==> config.mk <==
export PLATFORM = sky130hd
export DESIGN_NAME = regfile_wq_flat
export DESIGN_NICKNAME = d
export VERILOG_FILES = /design/src/rtl/regfile_wq_if.sv /design/src/rtl/regfile_wq.sv /design/src/flat_wrapper.sv
export SDC_FILE = /design/constraint.sdc
export NUM_CORES = 2
export LEC_CHECK = 0
export BUFFER_PORTS_ARGS = -buffer_cell sky130_fd_sc_hd__clkbuf_2
export CORE_AREA = 2 2 358 360
export DETAILED_ROUTE_END_ITERATION = 8
export DIE_AREA = 0 0 360 362
export PLACE_DENSITY = 0.66
export SYNTH_ARGS = -nofsm -noshare
export SYNTH_HDL_FRONTEND = slang
export SYNTH_SLANG_ARGS = --single-unit
export TNS_END_PERCENT = 30
==> constraint.sdc <==
create_clock -name clk -period 6.4 [get_ports clk]
set_input_delay 1.92 -clock clk [delete_from_list [all_inputs] [get_ports clk]]
set_output_delay 1.92 -clock clk [all_outputs]
set_load 0.01 [all_outputs]
==> src/rtl/regfile_wq_if.sv <==
// Bundles the write-request, commit-control and read-port signals of regfile_wq.
// The master side drives requests; the slave side is the register file itself.
interface regfile_wq_if;
  logic        wr_valid;
  logic        wr_ready;
  logic [4:0]  wr_addr;
  logic [31:0] wr_data;
  logic        commit_hold;
  logic [4:0]  rd_addr1;
  logic [31:0] rd_data1;
  logic [4:0]  rd_addr2;
  logic [31:0] rd_data2;
  logic [2:0]  q_count;

  modport master (
    output wr_valid, wr_addr, wr_data, commit_hold, rd_addr1, rd_addr2,
    input  wr_ready, rd_data1, rd_data2, q_count
  );

  modport slave (
    input  wr_valid, wr_addr, wr_data, commit_hold, rd_addr1, rd_addr2,
    output wr_ready, rd_data1, rd_data2, q_count
  );
endinterface

==> src/rtl/regfile_wq.sv <==
// 32x32 register file whose writes pass through a small pending-write queue;
// reads forward the newest queued value so a write is visible one cycle after acceptance.
module regfile_wq #(
  parameter int DEPTH = 2
) (
  input logic         clk,
  input logic         reset,
  regfile_wq_if.slave bus
);

  localparam int PTR_W = (DEPTH > 1) ? $clog2(DEPTH) : 1;
  typedef logic [PTR_W-1:0] ptr_t;

  logic [31:0] regs   [32];
  logic [4:0]  q_addr [DEPTH];
  logic [31:0] q_data [DEPTH];
  ptr_t        head;
  ptr_t        tail;
  logic [2:0]  count;
  logic [2:0]  count_next;
  logic        push;
  logic        pop;

  function automatic ptr_t next_ptr(input ptr_t p);
    return (p == ptr_t'(DEPTH - 1)) ? '0 : ptr_t'(p + 1'b1);
  endfunction

  // Oldest-to-newest scan so the last match wins; address 0 overrides everything.
  function automatic logic [31:0] read_port(input logic [4:0] a);
    logic [31:0] v;
    ptr_t        idx;
    v = regs[a];
    for (int i = 0; i < DEPTH; i++) begin
      idx = ptr_t'((int'(head) + i) % DEPTH);
      if (i < int'(count) && q_addr[idx] == a) v = q_data[idx];
    end
    if (a == 5'd0) v = '0;
    return v;
  endfunction

  assign bus.wr_ready = (count < 3'(DEPTH));
  assign bus.q_count  = count;

  always_comb begin
    push       = bus.wr_valid && bus.wr_ready && (bus.wr_addr != 5'd0);
    pop        = !bus.commit_hold && (count != 3'd0);
    count_next = count + {2'b00, push} - {2'b00, pop};
  end

  always_comb begin
    bus.rd_data1 = read_port(bus.rd_addr1);
    bus.rd_data2 = read_port(bus.rd_addr2);
  end

  // NOTE: sequential state uses non-blocking assignments so every flop samples pre-edge values.
  always_ff @(posedge clk) begin
    if (reset) begin
      // NOTE: the array is reset deliberately: every address must read 0 right after reset.
      for (int i = 0; i < 32; i++) regs[i] <= '0;
      head  <= '0;
      tail  <= '0;
      count <= '0;
    end else begin
      if (pop) begin
        regs[q_addr[head]] <= q_data[head];
        head               <= next_ptr(head);
      end
      if (push) tail <= next_ptr(tail);
      count <= count_next;
    end
  end

  // NOTE: queue payload needs no reset; count gates every use, so stale slots are never read.
  always_ff @(posedge clk) begin
    if (!reset && push) begin
      q_addr[tail] <= bus.wr_addr;
      q_data[tail] <= bus.wr_data;
    end
  end

endmodule

==> src/flat_wrapper.sv <==
// flat-port wrapper written by rule: the top's interface ports become plain ports
module regfile_wq_flat 
#(
  parameter int DEPTH = 2
)
  (clk, reset, bus_wr_valid, bus_wr_addr, bus_wr_data, bus_commit_hold, bus_rd_addr1, bus_rd_addr2, bus_wr_ready, bus_rd_data1, bus_rd_data2, bus_q_count);
  regfile_wq_if bus_i ();
  input logic clk;
  input logic reset;
  input wire logic [$bits(bus_i.wr_valid)-1:0] bus_wr_valid;
  input wire logic [$bits(bus_i.wr_addr)-1:0] bus_wr_addr;
  input wire logic [$bits(bus_i.wr_data)-1:0] bus_wr_data;
  input wire logic [$bits(bus_i.commit_hold)-1:0] bus_commit_hold;
  input wire logic [$bits(bus_i.rd_addr1)-1:0] bus_rd_addr1;
  input wire logic [$bits(bus_i.rd_addr2)-1:0] bus_rd_addr2;
  output wire logic [$bits(bus_i.wr_ready)-1:0] bus_wr_ready;
  output wire logic [$bits(bus_i.rd_data1)-1:0] bus_rd_data1;
  output wire logic [$bits(bus_i.rd_data2)-1:0] bus_rd_data2;
  output wire logic [$bits(bus_i.q_count)-1:0] bus_q_count;
  assign bus_i.wr_valid = bus_wr_valid;
  assign bus_i.wr_addr = bus_wr_addr;
  assign bus_i.wr_data = bus_wr_data;
  assign bus_i.commit_hold = bus_commit_hold;
  assign bus_i.rd_addr1 = bus_rd_addr1;
  assign bus_i.rd_addr2 = bus_rd_addr2;
  assign bus_wr_ready = bus_i.wr_ready;
  assign bus_rd_data1 = bus_i.rd_data1;
  assign bus_rd_data2 = bus_i.rd_data2;
  assign bus_q_count = bus_i.q_count;
  regfile_wq #(.DEPTH(DEPTH)) u_core (.clk(clk), .reset(reset), .bus(bus_i));
endmodule
==> summary.txt <==
Critical path
  – R2r setup slk: 2650 ps
  – Worst Setup SP: bus_rd_addr1[1]
  – Crit path to: bus_rd_data1[14]
  – R2R cell count: 8
  – Crit path DAT: 4510 ps
  – RR Endpoint: u_core.regs[7][0]$_SDFFCE_PN0P_
  – Critical path startpoint category: input port
  – Worst setup EP type: primary output
  – CP Class: in -> out
  – CP required: 4480 ps
  – CP Max Fanout: 63

Timing
  – Worst setup margin: -34.9 ps
  – Max-slew violations: 0
  – Hold slack: 561 ps
  – Final setup violation count: 1
  – Fin Clk Skew: 16.4 ps
  – Min cycle time layout: 6430 ps
  – RSZ-0062 raised after global routing: true
  – Pin slew with the least headroom to its limit: 1200 ps
  – Crit share post-route: 101%
  – Final Hold Vio Count: 0
  – Max transition margin: 18.2%
  – Max frequency: 155 MHz

GRT
  – Largest net degree at the start of global routing: 65
  – Total gr overflow: 0
  – Total track usage: 30.6%
  – First-pass GRT wire length: 285000 µm
  – Initial antenna violation count: 2
  – Number of global-route vias before repair: 39.8k

Yosys
  – Post-synth cell types: 47
  – Post-synth ARST share: 0%
  – Top cells by count, synth: 1098 x edfxtp_1, 1074 x nor2_1, 512 x mux4_2, 340 x clkbuf_1, 131 x nor3_1
  – Predominant post-synthesis flop cell: edfxtp_1
  – Sequential share of the synthesized area: 58.6%
  – FF+latch count, synth: 1104
  – Share of the synthesized area in the top cell type: 58.4%
  – Synth top area cells: edfxtp_1 58%, mux4_2 20%, nor2_1 7.1%
  – EDFF count, synth: 1098
  – Post-synth top area cell: edfxtp_1
  – Cell area after synthesis: 56400 µm²
  – Ys Warns: 0
  – Top-count cell post-synth: edfxtp_1
  – Net Count, Synth: 4067
  – Mapped Cells: 4012
  – Avg Cell Area, Syn: 14.1 µm²

Die
  – Initial Util: 44.5%
  – I/O pins: 119
  – Die area: 130000 µm²
  – Die width: 360 µm
  – Row count: 131
  – Core area: 127000 µm²
  – Die Span Y: 362 µm

Drt
  – Via density per instance: 6.83
  – Via count: 40.5k
  – WL/cell: 34.0 µm
  – Drt first pass iters: 9
  – Initial DRC count: 6786
  – Final WL: 202000 µm
  – Residual DRC: 0
  – Detail Route Antenna Nets: 0

Place
  – IO buf count: 118
  – GPL Wtd Cong: 0.968
  – DP Area: 61500 µm²
  – HPWL Detailed: 128000 µm
  – Cells after DPL: 5726

Clock network
  – Clk pin slew, worst setup/hold paths: 60 ps
  – CTS tree: built
  – H-tree levels: 3
  – Sink Count: 1104
  – Root buffer cell: clkbuf_16
  – CTS Buf Count: 111
  – Post-CTS Setup Inserts: 0
  – Post-CTS Hold Fix Bufs: 0
  – Clock latency on the worst-skew pair: 700 ps
  – CTS Buffer Depth: 3

Power and ir drop
  – Max VDD drop: 0.263 mV
  – Leakage: 23.3 nW
  – PD cells: 292 nW/µm²

Layout
  – Share of layout cells above drive strength 1: 30.8%
  – Fillers: 10.4k
  – Ant diodes: 0
  – Final instance area: 65100 µm²
  – Final cell count without fillers: 5932
  – Area Overhead vs Synth: 15.4%
  – Nets: 4232

Status
  – Status: finished with violations
  – Failing checks: negative setup slack

Job
  – Max Cap Viol: 0

Min path
  – Hold crit path type: reg -> reg
final cells by class:
| class | count | area (µm²) | share of cell area [%] |
|---|---|---|---|
| flip-flops and latches | 1104 | 33100 | 50.8 |
| multi-input cells | 2466 | 22200 | 34.0 |
| repair buffers | 487 | 4320 | 6.63 |
| clock buffers | 137 | 2960 | 4.54 |
| well taps | 1662 | 2080 | 3.19 |
| clock inverters | 69 | 487 | 0.747 |
| inverters | 7 | 26.3 | 0.0403 |
sequential cells by signal, summed over array words and instances (netlist names), named ones only:
signal	flops
u_core.head	1
u_core.q_data	64
u_core.tail	1
u_core.regs	1024
u_core.q_addr	10
u_core.bus.q_count	3
timing repair:
action | 4_1_cts | 5_1_grt
resized for setup | 8 | 18
pin swaps | 1 | 3
hold endpoints to repair | 0 | 0
endpoints found under the setup margin | 7 | 15
worst max-delay path, cell delays in order:
cell      delay [ps]
buf_8            230
inv_1            300
xnor2_1          240
nand4_1          120
or3_2            500
buf_12           190
a211oi_4         540
buf_4            190
clkbuf_2         120
routing by layer:
layer	share of wire, %	vias up	global-route usage, %
li1	-	15800	-
met1	34	20500	39.8
met2	45	3538	46.6
met3	14	657	7.34
met4	7.0	0	18.5
met5	0	-	0
layout by cell type, fill, tap and decap left out, types with 6 or more instances in the layout:
cell,instances
edfxtp_1,1098
nor2_1,1074
mux4_2,512
buf_4,299
nor3_1,127
o22ai_1,123
clkbuf_16,115
clkbuf_2,112
nor2b_1,96
a211oi_1,90
buf_12,66
a31oi_1,56
mux2i_1,41
mux2_2,36
nand2b_2,35
mux2i_4,34
nand3_1,33
o21ai_0,31
a21oi_1,31
a211o_1,31
clkinv_1,30
nand2_2,29
clkinv_2,24
clkbuf_1,22
xnor2_1,12
xor2_1,11
nand2_1,11
inv_1,7
a31oi_2,6
bufinv_16,6
cell families (layout without fill, tap and decap cells):
logic type | count (synthesis) | count (layout) | synth area share, %
muxes | 626 | 626 | 22.6
AOI/OAI and AO/OA | 382 | 382 | 4.47
buffers and inverters | 442 | 700 | 3.25
xor gates and xnor gates | 23 | 23 | 0.357
DFF | 1104 | 1104 | 58.6
and+or+nand+nor | 1431 | 1431 | 10.6
adders and majority gates | 4 | 4 | 0.102
power by group:
| group | switching, mW | internal, mW | leakage, nW |
|---|---|---|---|
| registers | 0.248 | 8.34 | 11.3 |
| clock network | 2.84 | 3.51 | 1.69 |
| logic | 2.65 | 1.42 | 10.3 |
| total | 5.74 | 13.3 | 23.3 |
worst min path at each step:
stage,start,end,slack (ps),cells past startpoint
2_1_floorplan,u_core.tail$_SDFFE_PP0N_,u_core.tail$_SDFFE_PP0N_,490,2
3_3_place_gp,u_core.tail$_SDFFE_PP0N_,u_core.tail$_SDFFE_PP0N_,520,2
3_5_place_dp,u_core.tail$_SDFFE_PP0N_,u_core.tail$_SDFFE_PP0N_,550,2
4_1_cts,u_core.tail$_SDFFE_PP0N_,u_core.tail$_SDFFE_PP0N_,560,2
5_1_grt,u_core.tail$_SDFFE_PP0N_,u_core.tail$_SDFFE_PP0N_,590,2
6_report,u_core.tail$_SDFFE_PP0N_,u_core.tail$_SDFFE_PP0N_,560,2
stage by stage:
step	total power, mW	TNS [ps]	setup WS (ps)	util, %
after floorplan	10.8	0	572	-
after global placement	12.6	-1080	-612	48.6
after detailed placement	12.7	-1100	-595	48.6
after CTS	18.9	0	5.05	51.3
after global routing	19.4	-48.8	-24.5	51.4
final	19.0	-34.9	-34.9	51.4
No activity file was read; power rests on OpenSTA's default activity.
